## src/rtl/vitis_net_p4_pkg.sv

```systemverilog
`default_nettype none
// ============================================================================
// Module      : vitis_net_p4_pkg
// Description : Shared constants, the output-register beat type and the
//               Ethernet/IPv4 first-beat classifier used by vitis_net_p4.
// Revision    : 1.0 - initial release
// ============================================================================
package vitis_net_p4_pkg;

    localparam int DATA_BYTES = 64;
    localparam int DATA_W     = DATA_BYTES * 8;
    localparam int META_W     = 9;

    localparam logic [15:0] ETHERTYPE_IPV4 = 16'h0800;
    localparam logic [3:0]  IPV4_VERSION   = 4'd4;

    // Byte offsets within the first beat; byte 0 is first on the wire.
    localparam int ETH_TYPE_OFS = 12;
    localparam int IP_VER_OFS   = 14;
    localparam int IP_PROTO_OFS = 23;

    // Contents of the egress register: one forwarded beat plus its tags.
    typedef struct packed {
        logic [DATA_W-1:0]     data;
        logic [DATA_BYTES-1:0] keep;
        logic                  last;
        logic                  first;
        logic [META_W-1:0]     meta;
    } beat_t;

    function automatic logic [7:0] get_byte(input logic [DATA_W-1:0] d,
                                            input int unsigned       k);
        return d[8*k +: 8];
    endfunction

    // IPv4 packets are tagged with the protocol number and bit 8 set;
    // everything else carries the captured input metadata through.
    function automatic logic [META_W-1:0] classify(input logic [DATA_W-1:0] d,
                                                   input logic [META_W-1:0] in_meta);
        logic [15:0] ethertype;
        logic [7:0]  ver_byte;
        logic [7:0]  proto;
        ethertype = {get_byte(d, ETH_TYPE_OFS), get_byte(d, ETH_TYPE_OFS + 1)};
        ver_byte  = get_byte(d, IP_VER_OFS);
        proto     = get_byte(d, IP_PROTO_OFS);
        if ((ethertype == ETHERTYPE_IPV4) && (ver_byte[7:4] == IPV4_VERSION)) begin
            return {1'b1, proto};
        end
        return in_meta;
    endfunction

endpackage
`default_nettype wire

```

## src/rtl/vitis_net_p4_if.sv

```systemverilog
`default_nettype none
// ============================================================================
// Module      : vitis_net_p4_if
// Description : AXI-Stream bundle (tdata/tkeep/tvalid/tready/tlast) with
//               master and slave views.
// Revision    : 1.0 - initial release
// ============================================================================
interface vitis_net_p4_if #(
    parameter int TDATA_NUM_BYTES = 64
);
    logic [TDATA_NUM_BYTES*8-1:0] tdata;
    logic [TDATA_NUM_BYTES-1:0]   tkeep;
    logic                         tvalid;
    logic                         tready;
    logic                         tlast;

    modport master (output tdata, output tkeep, output tvalid, output tlast,
                    input  tready);
    modport slave  (input  tdata, input  tkeep, input  tvalid, input  tlast,
                    output tready);
endinterface
`default_nettype wire

```

## src/rtl/vitis_net_p4_axis_skid_buffer.sv

```systemverilog
`default_nettype none
// ============================================================================
// Module      : axis_skid_buffer
// Description : Two-entry valid/ready register slice. The output entry is the
//               registered egress stage; the skid entry absorbs the one beat
//               that can arrive in the cycle a stall begins. s_ready depends
//               only on local state, breaking the ready path. Used by
//               vitis_net_p4 when VITIS_NET_P4_SKID_EN is defined.
// Revision    : 1.0 - initial release
// ============================================================================
module axis_skid_buffer #(
    parameter int WIDTH = 8
) (
    input  wire logic             clk,
    input  wire logic             rst_n,
    input  wire logic             s_valid,
    output logic                  s_ready,
    input  wire logic [WIDTH-1:0] s_data,
    output logic                  m_valid,
    input  wire logic             m_ready,
    output logic [WIDTH-1:0]      m_data
);

    logic [WIDTH-1:0] main_data;
    logic [WIDTH-1:0] skid_data;
    logic             main_valid;
    logic             skid_valid;
    logic             s_fire;
    logic             out_free;

    assign s_ready  = rst_n & ~skid_valid;
    assign s_fire   = s_valid & s_ready;
    assign out_free = ~main_valid | m_ready;
    assign m_valid  = main_valid;
    assign m_data   = main_data;

    // Refill the output entry from the skid entry first, else from the input;
    // park an incoming beat in the skid entry while the output is stalled.
    always_ff @(posedge clk or negedge rst_n) begin
        if (!rst_n) begin
            main_data  <= '0;
            skid_data  <= '0;
            main_valid <= 1'b0;
            skid_valid <= 1'b0;
        end else if (out_free) begin
            if (skid_valid) begin
                main_data  <= skid_data;
                main_valid <= 1'b1;
                skid_valid <= 1'b0;
            end else if (s_fire) begin
                main_data  <= s_data;
                main_valid <= 1'b1;
            end else begin
                main_valid <= 1'b0;
            end
        end else if (s_fire) begin
            skid_data  <= s_data;
            skid_valid <= 1'b1;
        end
    end

endmodule
`default_nettype wire

```

## src/rtl/vitis_net_p4.sv

```systemverilog
`default_nettype none
// ============================================================================
// Module      : vitis_net_p4
// Description : Single-stage AXI-Stream packet classifier. Forwards every beat
//               unchanged through one register stage and tags each packet with
//               a 9-bit metadata word derived from its first beat
//               (IPv4 -> {1, protocol}, otherwise the input metadata).
//               Build option VITIS_NET_P4_SKID_EN inserts a two-entry skid
//               buffer so s_axis_tready has no path from m_axis_tready.
// Revision    : 1.0 - initial release
// ============================================================================
module vitis_net_p4
    import vitis_net_p4_pkg::*;
#(
    parameter int TDATA_NUM_BYTES      = 64,
    parameter int USER_META_DATA_WIDTH = 9
) (
    input  wire logic                            s_axis_aclk,
    input  wire logic                            s_axis_aresetn,
    input  wire logic [USER_META_DATA_WIDTH-1:0] user_metadata_in,
    input  wire logic                            user_metadata_in_valid,
    output logic [USER_META_DATA_WIDTH-1:0]      user_metadata_out,
    output logic                                 user_metadata_out_valid,
    vitis_net_p4_if.slave                        s_axis,
    vitis_net_p4_if.master                       m_axis
);

    localparam int STREAM_W = TDATA_NUM_BYTES * 8;

    logic [STREAM_W-1:0] in_data;
    logic                accept;
    logic                first_beat;
    logic [META_W-1:0]   in_meta;
    logic [META_W-1:0]   meta_hold;
    logic [META_W-1:0]   beat_meta;
    beat_t               in_beat;
    beat_t               out_beat;
    logic                out_valid;

    assign in_data = s_axis.tdata;
    assign accept  = s_axis.tvalid & s_axis.tready;
    assign in_meta = user_metadata_in_valid ? user_metadata_in[META_W-1:0] : '0;

    // Non-first beats carry the packet's metadata so the output keeps it.
    assign beat_meta = first_beat ? classify(in_data, in_meta) : meta_hold;

    assign in_beat.data  = in_data;
    assign in_beat.keep  = s_axis.tkeep;
    assign in_beat.last  = s_axis.tlast;
    assign in_beat.first = first_beat;
    assign in_beat.meta  = beat_meta;

    // Track packet boundaries and remember the current packet's metadata.
    always_ff @(posedge s_axis_aclk or negedge s_axis_aresetn) begin
        if (!s_axis_aresetn) begin
            first_beat <= 1'b1;
            meta_hold  <= '0;
        end else if (accept) begin
            first_beat <= s_axis.tlast;
            meta_hold  <= beat_meta;
        end
    end

`ifdef VITIS_NET_P4_SKID_EN
    logic [$bits(beat_t)-1:0] out_bits;

    axis_skid_buffer #(
        .WIDTH($bits(beat_t))
    ) u_skid (
        .clk     (s_axis_aclk),
        .rst_n   (s_axis_aresetn),
        .s_valid (s_axis.tvalid),
        .s_ready (s_axis.tready),
        .s_data  (in_beat),
        .m_valid (out_valid),
        .m_ready (m_axis.tready),
        .m_data  (out_bits)
    );

    assign out_beat = beat_t'(out_bits);
`else
    assign s_axis.tready = s_axis_aresetn & (~out_valid | m_axis.tready);

    // Single egress register: load on accept, empty once drained.
    always_ff @(posedge s_axis_aclk or negedge s_axis_aresetn) begin
        if (!s_axis_aresetn) begin
            out_beat  <= '0;
            out_valid <= 1'b0;
        end else if (accept) begin
            out_beat  <= in_beat;
            out_valid <= 1'b1;
        end else if (m_axis.tready) begin
            out_valid <= 1'b0;
        end
    end
`endif

    assign m_axis.tvalid           = out_valid;
    assign m_axis.tdata            = out_beat.data;
    assign m_axis.tkeep            = out_beat.keep;
    assign m_axis.tlast            = out_beat.last;
    assign user_metadata_out       = USER_META_DATA_WIDTH'(out_beat.meta);
    assign user_metadata_out_valid = out_valid & out_beat.first;

endmodule
`default_nettype wire

```

## src/flat_wrapper.sv

```systemverilog
// flat-port wrapper written by rule: the top's interface ports become plain ports
module vitis_net_p4_flat import vitis_net_p4_pkg::*;
#(
    parameter int TDATA_NUM_BYTES      = 64,
    parameter int USER_META_DATA_WIDTH = 9
)
  (s_axis_aclk, s_axis_aresetn, user_metadata_in, user_metadata_in_valid, user_metadata_out, user_metadata_out_valid, s_axis_tdata, s_axis_tkeep, s_axis_tvalid, s_axis_tlast, s_axis_tready, m_axis_tdata, m_axis_tkeep, m_axis_tvalid, m_axis_tlast, m_axis_tready);
  vitis_net_p4_if #(.TDATA_NUM_BYTES(TDATA_NUM_BYTES)) s_axis_i ();
  vitis_net_p4_if #(.TDATA_NUM_BYTES(TDATA_NUM_BYTES)) m_axis_i ();
  input  wire logic s_axis_aclk;
  input  wire logic s_axis_aresetn;
  input  wire logic [USER_META_DATA_WIDTH-1:0] user_metadata_in;
  input  wire logic user_metadata_in_valid;
  output logic [USER_META_DATA_WIDTH-1:0] user_metadata_out;
  output logic user_metadata_out_valid;
  input wire logic [$bits(s_axis_i.tdata)-1:0] s_axis_tdata;
  input wire logic [$bits(s_axis_i.tkeep)-1:0] s_axis_tkeep;
  input wire logic [$bits(s_axis_i.tvalid)-1:0] s_axis_tvalid;
  input wire logic [$bits(s_axis_i.tlast)-1:0] s_axis_tlast;
  output wire logic [$bits(s_axis_i.tready)-1:0] s_axis_tready;
  output wire logic [$bits(m_axis_i.tdata)-1:0] m_axis_tdata;
  output wire logic [$bits(m_axis_i.tkeep)-1:0] m_axis_tkeep;
  output wire logic [$bits(m_axis_i.tvalid)-1:0] m_axis_tvalid;
  output wire logic [$bits(m_axis_i.tlast)-1:0] m_axis_tlast;
  input wire logic [$bits(m_axis_i.tready)-1:0] m_axis_tready;
  assign s_axis_i.tdata = s_axis_tdata;
  assign s_axis_i.tkeep = s_axis_tkeep;
  assign s_axis_i.tvalid = s_axis_tvalid;
  assign s_axis_i.tlast = s_axis_tlast;
  assign s_axis_tready = s_axis_i.tready;
  assign m_axis_tdata = m_axis_i.tdata;
  assign m_axis_tkeep = m_axis_i.tkeep;
  assign m_axis_tvalid = m_axis_i.tvalid;
  assign m_axis_tlast = m_axis_i.tlast;
  assign m_axis_i.tready = m_axis_tready;
  vitis_net_p4 #(.TDATA_NUM_BYTES(TDATA_NUM_BYTES), .USER_META_DATA_WIDTH(USER_META_DATA_WIDTH)) u_core (.s_axis_aclk(s_axis_aclk), .s_axis_aresetn(s_axis_aresetn), .user_metadata_in(user_metadata_in), .user_metadata_in_valid(user_metadata_in_valid), .user_metadata_out(user_metadata_out), .user_metadata_out_valid(user_metadata_out_valid), .s_axis(s_axis_i), .m_axis(m_axis_i));
endmodule
```

## config.mk

```make
export PLATFORM = sky130hd
export DESIGN_NAME = vitis_net_p4_flat
export DESIGN_NICKNAME = d
export VERILOG_FILES = /design/src/rtl/vitis_net_p4_pkg.sv /design/src/rtl/vitis_net_p4_if.sv /design/src/rtl/vitis_net_p4_axis_skid_buffer.sv /design/src/rtl/vitis_net_p4.sv /design/src/flat_wrapper.sv
export SDC_FILE = /design/constraint.sdc
export NUM_CORES = 1
export LEC_CHECK = 0
export BUFFER_PORTS_ARGS = -buffer_cell sky130_fd_sc_hd__clkbuf_2
export CAP_MARGIN = 20
export CORE_AREA = 2 2 459 461
export CTS_BUF_LIST = sky130_fd_sc_hd__clkbuf_16
export CTS_CLUSTER_SIZE = 40
export DETAILED_ROUTE_END_ITERATION = 7
export DIE_AREA = 0 0 461 463
export HOLD_SLACK_MARGIN = 0.15
export PLACE_DENSITY_LB_ADDON = 0.2
export SYNTH_ARGS = -nofsm -noshare
export SYNTH_HDL_FRONTEND = slang
export SYNTH_HIERARCHICAL = 1
export SYNTH_SLANG_ARGS = --single-unit
```

## constraint.sdc

```tcl
create_clock -name s_axis_aclk -period 2.73 [get_ports s_axis_aclk]
set_input_delay 0.6825 -clock s_axis_aclk [delete_from_list [all_inputs] [get_ports s_axis_aclk]]
set_output_delay 0.6825 -clock s_axis_aclk [all_outputs]
set_load 0.02 [all_outputs]
```

# [Word-level counts from Yosys, hierarchy flattened]
# Cells that the tools add are included.
# W data, S select, Z words.
[word_totals] regBits=589 elab_cells=23
[classes] eq_ne=2 mux=6 n_bitwise=5 reduce_logical=3
[op_table] operator="$mux W9" count=3
[op_table] operator="$eq A16 B12 Y1 const B" count=1
[op_table] operator="$eq A4 B3 Y1 const B" count=1
[op_table] operator="$and A1 B1 Y1" count=3
[op_table] operator="$mux W1" count=3
[op_table] operator="$reduce_and A2 Y1" count=1
[op_table] operator="$reduce_bool A2 Y1" count=1
[op_table] operator="$logic_and A1 B1 Y1" count=1
[op_table] operator="$not A1 Y1" count=1
[op_table] operator="$or A1 B1 Y1" count=1

# [Longest topological paths before layout]
# Gate-level depths: netlist of run 1.
[logic_depth] depth_word=5 depth_mapped=7

# [Worst setup path before layout of run 1]
# Ideal clock, no wire load.
[synth_timing] path_type="input-to-output" from="input port m_axis_tready" to="output port s_axis_tready" arrival_time_ns=1.041 t_required_ns=2.047 setup_slack_ns=1.006 stages=2 path_buffers=0 path_cell_list="nand2b_4 and2_1"
[synth_between] elab_chain_cells=2
[synth_lines] item="start: declaration" line="flat_wrapper.sv:25" text="input wire logic [$bits(m_axis_i.tready)-1:0] m_axis_tready;"
[synth_lines] item="$or A1 B1 Y1" line="vitis_net_p4.sv:82" text="assign s_axis.tready = s_axis_aresetn & (~out_valid | m_axis.tready);"
[synth_lines] item="$and A1 B1 Y1" line="vitis_net_p4.sv:82"
[synth_lines] item="end: declaration" line="flat_wrapper.sv:20" text="output wire logic [$bits(s_axis_i.tready)-1:0] s_axis_tready;"
# No other way between the ends.

# [Worst setup path after layout of run 1]
[layout_timing] from="input port s_axis_aresetn" to="output port s_axis_tready"
[layout_between] elab_chain_cells=1
[layout_lines] item="start: declaration" line="flat_wrapper.sv:11" text="input wire logic s_axis_aresetn;"
[layout_lines] item="$and A1 B1 Y1" line="vitis_net_p4.sv:82"
# No other way between the ends.

==> results.cfg, run 1 <==
[drt]
via_count = 22900
drtIter0Drc = 1228
ant_nets = 0
avgRoutedWirePerCell_um = 18.6
dr.pass1.iters = 5
drt_drc_violations_left = 0
routed_wl_um = 131000
vias_per_cell = 3.25

[global_routing]
grt_max_degree = 139
grt_pass1_wl_um = 181000
grt_pass1_vias = 23800
grt_overflow_total = 0
track_usage = 0.119
antenna_found_initial = 42

[pwr]
ir_drop_v = 0.000419
p_leak_uw = 0.0210
powerDensity_nw_per_um2 = 720

[sta]
final.period_utilization = 0.978
fmax_mhz = 375
slew_violations = 0
setup_viol = 0
period_minus_slack_ns = 2.67
tightest_slew_ns = 1.23
whs_ns = 0.252
rsz0062_at_grt = false
relSlewSlack = 0.181
setup_tns_ns = 0
finalHoldViolations = 0
finalClockSkew_ns = 0.0165

[synth]
synth.largest_area_cell = dfrtp_1
ys_seq_area_frac = 0.547
netlist_top_cells_area = dfrtp_1, nand2_1, buf_4
syn_nets = 3677
syn_inst = 3086
ys_ff_latch = 589
synth_area_um2 = 27000
yosysUniqueCellTypes = 23
synth_top_area_share = 0.546
ys_warn_count = 6
syn_avg_cell_area_um2 = 8.74

[floorplanning]
die_area_um2 = 213000
die_h_um = 463
initial_core_util = 0.129
core-area_um2 = 209000
fp-row-count = 168
pin_count = 1180
die_w_um = 461

[setup_path]
crit_path_max_incr_delay_ns = 0.56
path_delay_family = buffers and inverters
worstPathArrival_ns = 1.99
worstSetupStartpointType = input pin
cp_max_fo = 6
path_cells = dlygate4sd3_1, buf_8, and2_1, clkbuf_2
crit_type = input pin to primary output
crit_slowest_cell = dlygate4sd3_1
required_ns = 2.05
r2r_start = u_core/m_axis.tvalid
crit_path_end_kind = primary output
startpoint = s_axis_aresetn
cp_num_buf_inv = 3

[cts]
clock_path_buffers = 3
clkTransAtPathRegs_ns = 0.06
cts_resized = 0
tritoncts = done
cts_buffers = 79
h-tree-depth = 3
clk_latency_ns = 0.68
cts.sinks = 589
cts-root-buf = clkbuf_16

[placement]
place_congestion = 0.836
portBuffers = 1179
place_inst = 6429
postPlaceCellArea_um2 = 31900
hpwl_um = 104000

[finish]
stdcell_count = 7046
nNetsFinal = 4755
layout-drive-gt1-share = 0.322
syn2layout_area_growth_pct = 44.5
final_util = 0.187
final_area_um2 = 39000

[run]
drv_cap = 0

[outcome]
outcome = completed

[worst_hold_path]
hold_class = input pin to flop
min_from = s_axis_tdata[76]
==> sequential cells by signal, summed over array words and instances (netlist names) <==
register                  flops
u_core/m_axis.tkeep          64
u_core/m_axis.tlast           1
u_core/m_axis.tdata         512
u_core/m_axis.tvalid          1
u_core/out_beat               1
u_core/user_metadata_out      9
u_core/first_beat             1
==> cell usage after synthesis (all sizes together) <==
| master | n |
|---|---|
| nand2 | 1738 |
| buf | 685 |
| dfrtp | 588 |
| clkbuf | 33 |
| a2bb2oi | 8 |
| a31oi | 8 |
| o211ai | 8 |
| and2 | 4 |
| nor4 | 3 |
| and3 | 2 |
| nand3 | 2 |
| nor4b | 2 |
| a22oi | 1 |
| dfstp | 1 |
| nand2b | 1 |
| nand4 | 1 |
| o21ai | 1 |
==> per-layer routing <==
layer | vias up | GRT usage | share of wire
met5 | - | 0 | 0.0010
met1 | 10800 | 0.140 | 0.40
met2 | 990 | 0.192 | 0.46
met4 | 20 | 0.0476 | 0.036
li1 | 10900 | - | -
met3 | 179 | 0.0462 | 0.10
==> final timing paths <==
path	end	slack, ns	depth (start not counted)
setup / recovery	s_axis_tready	0.06	4
hold / removal	u_core/m_axis.tdata[76]	0.25	3
setup reg to reg	u_core/m_axis.tdata[446]	1.00	6
hold reg to reg	u_core/m_axis.tdata[306]	0.47	2
max in group asynchronous	u_core/m_axis.tdata[115]	0.88	4
min in group asynchronous	u_core/m_axis.tdata[502]	0.44	2
==> kinds of logic (layout without fill, tap and decap cells) <==
logic type	after synthesis	count (layout)	share of synthesized area
and+or+nand+nor	1753	1753	0.246
AOI/OAI and AO/OA	26	26	0.00738
buffers and inverters	718	1862	0.200
DFF	589	589	0.547
other	0	11	0
==> where the power goes <==
| group | leakage, uW | total (uW) | switching [uW] | internal, uW |
|---|---|---|---|---|
| logic | 0.0124 | 7110 | 4720 | 2390 |
| registers | 0.00729 | 11000 | 880 | 10200 |
| clock network | 0.00131 | 9910 | 4350 | 5560 |
| total | 0.0210 | 28000 | 9950 | 18100 |
==> layout by cell type, fill, tap and decap left out, drive strengths merged <==
master       instances
nand2             1738
clkbuf            1259
dfrtp              588
dlygate4sd3        459
buf                 78
inv                 40
clkinv              21
diode               11
a31oi                8
o211ai               8
a2bb2oi              8
and2                 4
clkinvlp             3
nor4                 3
bufinv               2
nor4b                2
and3                 2
nand3                2
nand2b               1
nand4                1
a22oi                1
o21ai                1
dfstp                1
==> stage by stage <==
stage	setup slack [ns]	total power (uW)
finish	0.0607	28000
global route	0.0114	29700
CTS	0.0184	28800
detailed placement	0.572	17900
global placement	0.582	17900
floorplan	1.01	16300
==> final cells by class <==
type,count,area [um^2]
timing repair buffer,1715,11400
clock inverter,66,382
antenna,11,27.5
fill,23700,170000
clock buffer,81,2030
tap,2805,3510
sequential,589,14700
multi-input combinational,1779,6860
==> worst reg2reg max path, stage by stage (launching register included) <==
cell and delay (ns):
dfrtp_1 0.41, nand2b_4 0.13, and3_4 0.26, buf_12 0.24, buf_4 0.44, nand2_1 0.10, nand2_1 0.07
==> repair_timing <==
| action | CTS | global route |
|---|---|---|
| hold buffers | 459 | 0 |
| hold endpoints to repair | 472 | 0 |
| buffers inserted | 0 | 0 |
Power figures use the tool's default switching activity.
==> run 2, diff against run 1 <==
Settings changed: PLACE_DENSITY set to 0.37, PLACE_DENSITY_LB_ADDON 0.2 to not set.
==> run 2 against run 1 <==
Clock power barely moved. Maximum frequency increased by 8.9%. Non-clock buffer count is 20 higher. Routed wire length increased by 2.9%. Count of clock-buffer cells in the layout decreased by 1. Clock skew up 0.011 ns. Via count is 1.1% higher. Setup slack improved by 0.22 ns. Critical endpoint unchanged.
==> results.cfg, run 2 (synthesis results as in run 1) <==
[setup_path]
rr_worst_depth = 7
crit_path_end_kind = primary output
worstPathArrival_ns = 1.77
startpoint = u_core/m_axis.tvalid
cp_max_fo = 5
crit_type = flop to primary output
worstSetupStartpointType = flop
reg2reg_slack_ns = 0.92
r2r_start = u_core/m_axis.tvalid
required_ns = 2.05
r2r_end = u_core/m_axis.tdata[440]

[pwr]
swShare = 0.358
ir_drop_v = 0.000430
total_power_uw = 28500
clkPwrFrac = 0.357
powerDensity_nw_per_um2 = 726
seqPwrFrac = 0.390
p_leak_uw = 0.0211
switchingPower_uw = 10200
comb_power_share = 0.254
internal_power_uw = 18300

[floorplanning]
pin_count = 1180
fp-row-count = 168
die_w_um = 461
die_area_um2 = 213000
initial_core_util = 0.129
die_h_um = 463
core-area_um2 = 209000

[cts]
clkTransAtPathRegs_ns = 0.06
cts_buffers = 79
cts-root-buf = clkbuf_16
tritoncts = done
clk_latency_ns = 0.70
cts.sinks = 589
cts_setup_buffers = 0
h-tree-depth = 3
clock_path_buffers = 3

[sta]
relSlewSlack = 0.498
final.period_utilization = 0.898
rsz0062_at_grt = false
whs_ns = 0.239
setup_tns_ns = 0
slew_violations = 0
tightest_slew_ns = 0.753
finalHoldViolations = 0
finalClockSkew_ns = 0.0280
setup_viol = 0
fmax_mhz = 408
period_minus_slack_ns = 2.45

[run]
drv_cap = 0

[finish]
nFillCells = 23600
final_common_cell = nand2_1
largest_register_ffs = 512
nNetsFinal = 4775
final_cell_mix = nand2_1, clkbuf_2, dfrtp_1
syn2layout_area_growth_pct = 45.3
layout-drive-gt1-share = 0.322

[global_routing]
grt_pass1_wl_um = 186000
grt_overflow_total = 0
track_usage = 0.123
grt_max_degree = 103
grt_pass1_vias = 24100
antenna_found_initial = 51

[placement]
place_congestion = 0.896
hpwl_um = 107000
portBuffers = 1179

[drt]
dr.pass1.iters = 5
avgRoutedWirePerCell_um = 19.1
via_count = 23200
drtIter0Drc = 1353
ant_nets = 0
vias_per_cell = 3.28
routed_wl_um = 135000
drt_drc_violations_left = 0

[worst_hold_path]
min_from = s_axis_tdata[288]
min_to = u_core/m_axis.tdata[288]
whs_path_depth = 3
hold_class = input pin to flop

[outcome]
outcome = completed
-- run 2: layout make-up --
| class | count | area (um^2) | share of cell area |
|---|---|---|---|
| flip-flops and latches | 589 | 14700 | 0.376 |
| multi-input cells | 1779 | 6860 | 0.175 |
| diodes | 18 | 45.0 | 0.00115 |
| well taps | 2805 | 3510 | 0.0896 |
| repair buffers | 1735 | 11600 | 0.295 |
| clock inverters | 63 | 455 | 0.0116 |
| clock buffers | 80 | 2000 | 0.0511 |
-- run 2: layer usage --
metal | vias up | wire length [um] | GRT usage
met1 | 10900 | 55500 | 0.147
met2 | 1098 | 58600 | 0.187
li1 | 11000 | - | -
met4 | 30 | 5630 | 0.0566
met5 | - | 193 | 0
met3 | 194 | 15000 | 0.0553
-- run 2: timing repair --
item                      in CTS  in global routing
hold buffers                 481                  0
hold endpoints to repair     570                  0
resized for setup              0                  0
-- run 2: how the worst max path moves through the flow --
stage | end | slack, ns
after floorplan | s_axis_tready | 1.01
after global placement | u_core/user_metadata_out[1] | 0.24
after detailed placement | u_core/user_metadata_out[7] | 0.25
after CTS | s_axis_tready | 0.14
after global routing | s_axis_tready | 0.15
final | s_axis_tready | 0.28
-- run 2: power groups by stage --
| stage | Combinational [uW] | Sequential, uW | Clock [uW] |
|---|---|---|---|
| finish | 7220 | 11100 | 10100 |
| global route | 7860 | 11300 | 11000 |
| CTS | 7390 | 11100 | 10600 |
| detailed placement | 6770 | 11200 | 0 |
| global placement | 6770 | 11200 | 0 |
| floorplan | 5430 | 10900 | 0 |
-- run 2: metrics by stage --
| step | worst slack [ns] | std cells | area, um^2 | utilization |
|---|---|---|---|---|
| after floorplan | 1.01 | 3086 | 27000 | - |
| after global placement | 0.244 | 6427 | 31900 | 0.153 |
| after detailed placement | 0.247 | 6427 | 31900 | 0.153 |
| after CTS | 0.137 | 7051 | 39100 | 0.188 |
| after global routing | 0.150 | 7058 | 39200 | 0.188 |
| final | 0.279 | 7069 | 39200 | 0.188 |
-- run 2: worst max-delay path, stage by stage (launching register included) --
cell and delay [ns]:
dfrtp_1 0.43, nand2b_4 0.14, and2_1 0.25, clkbuf_2 0.25
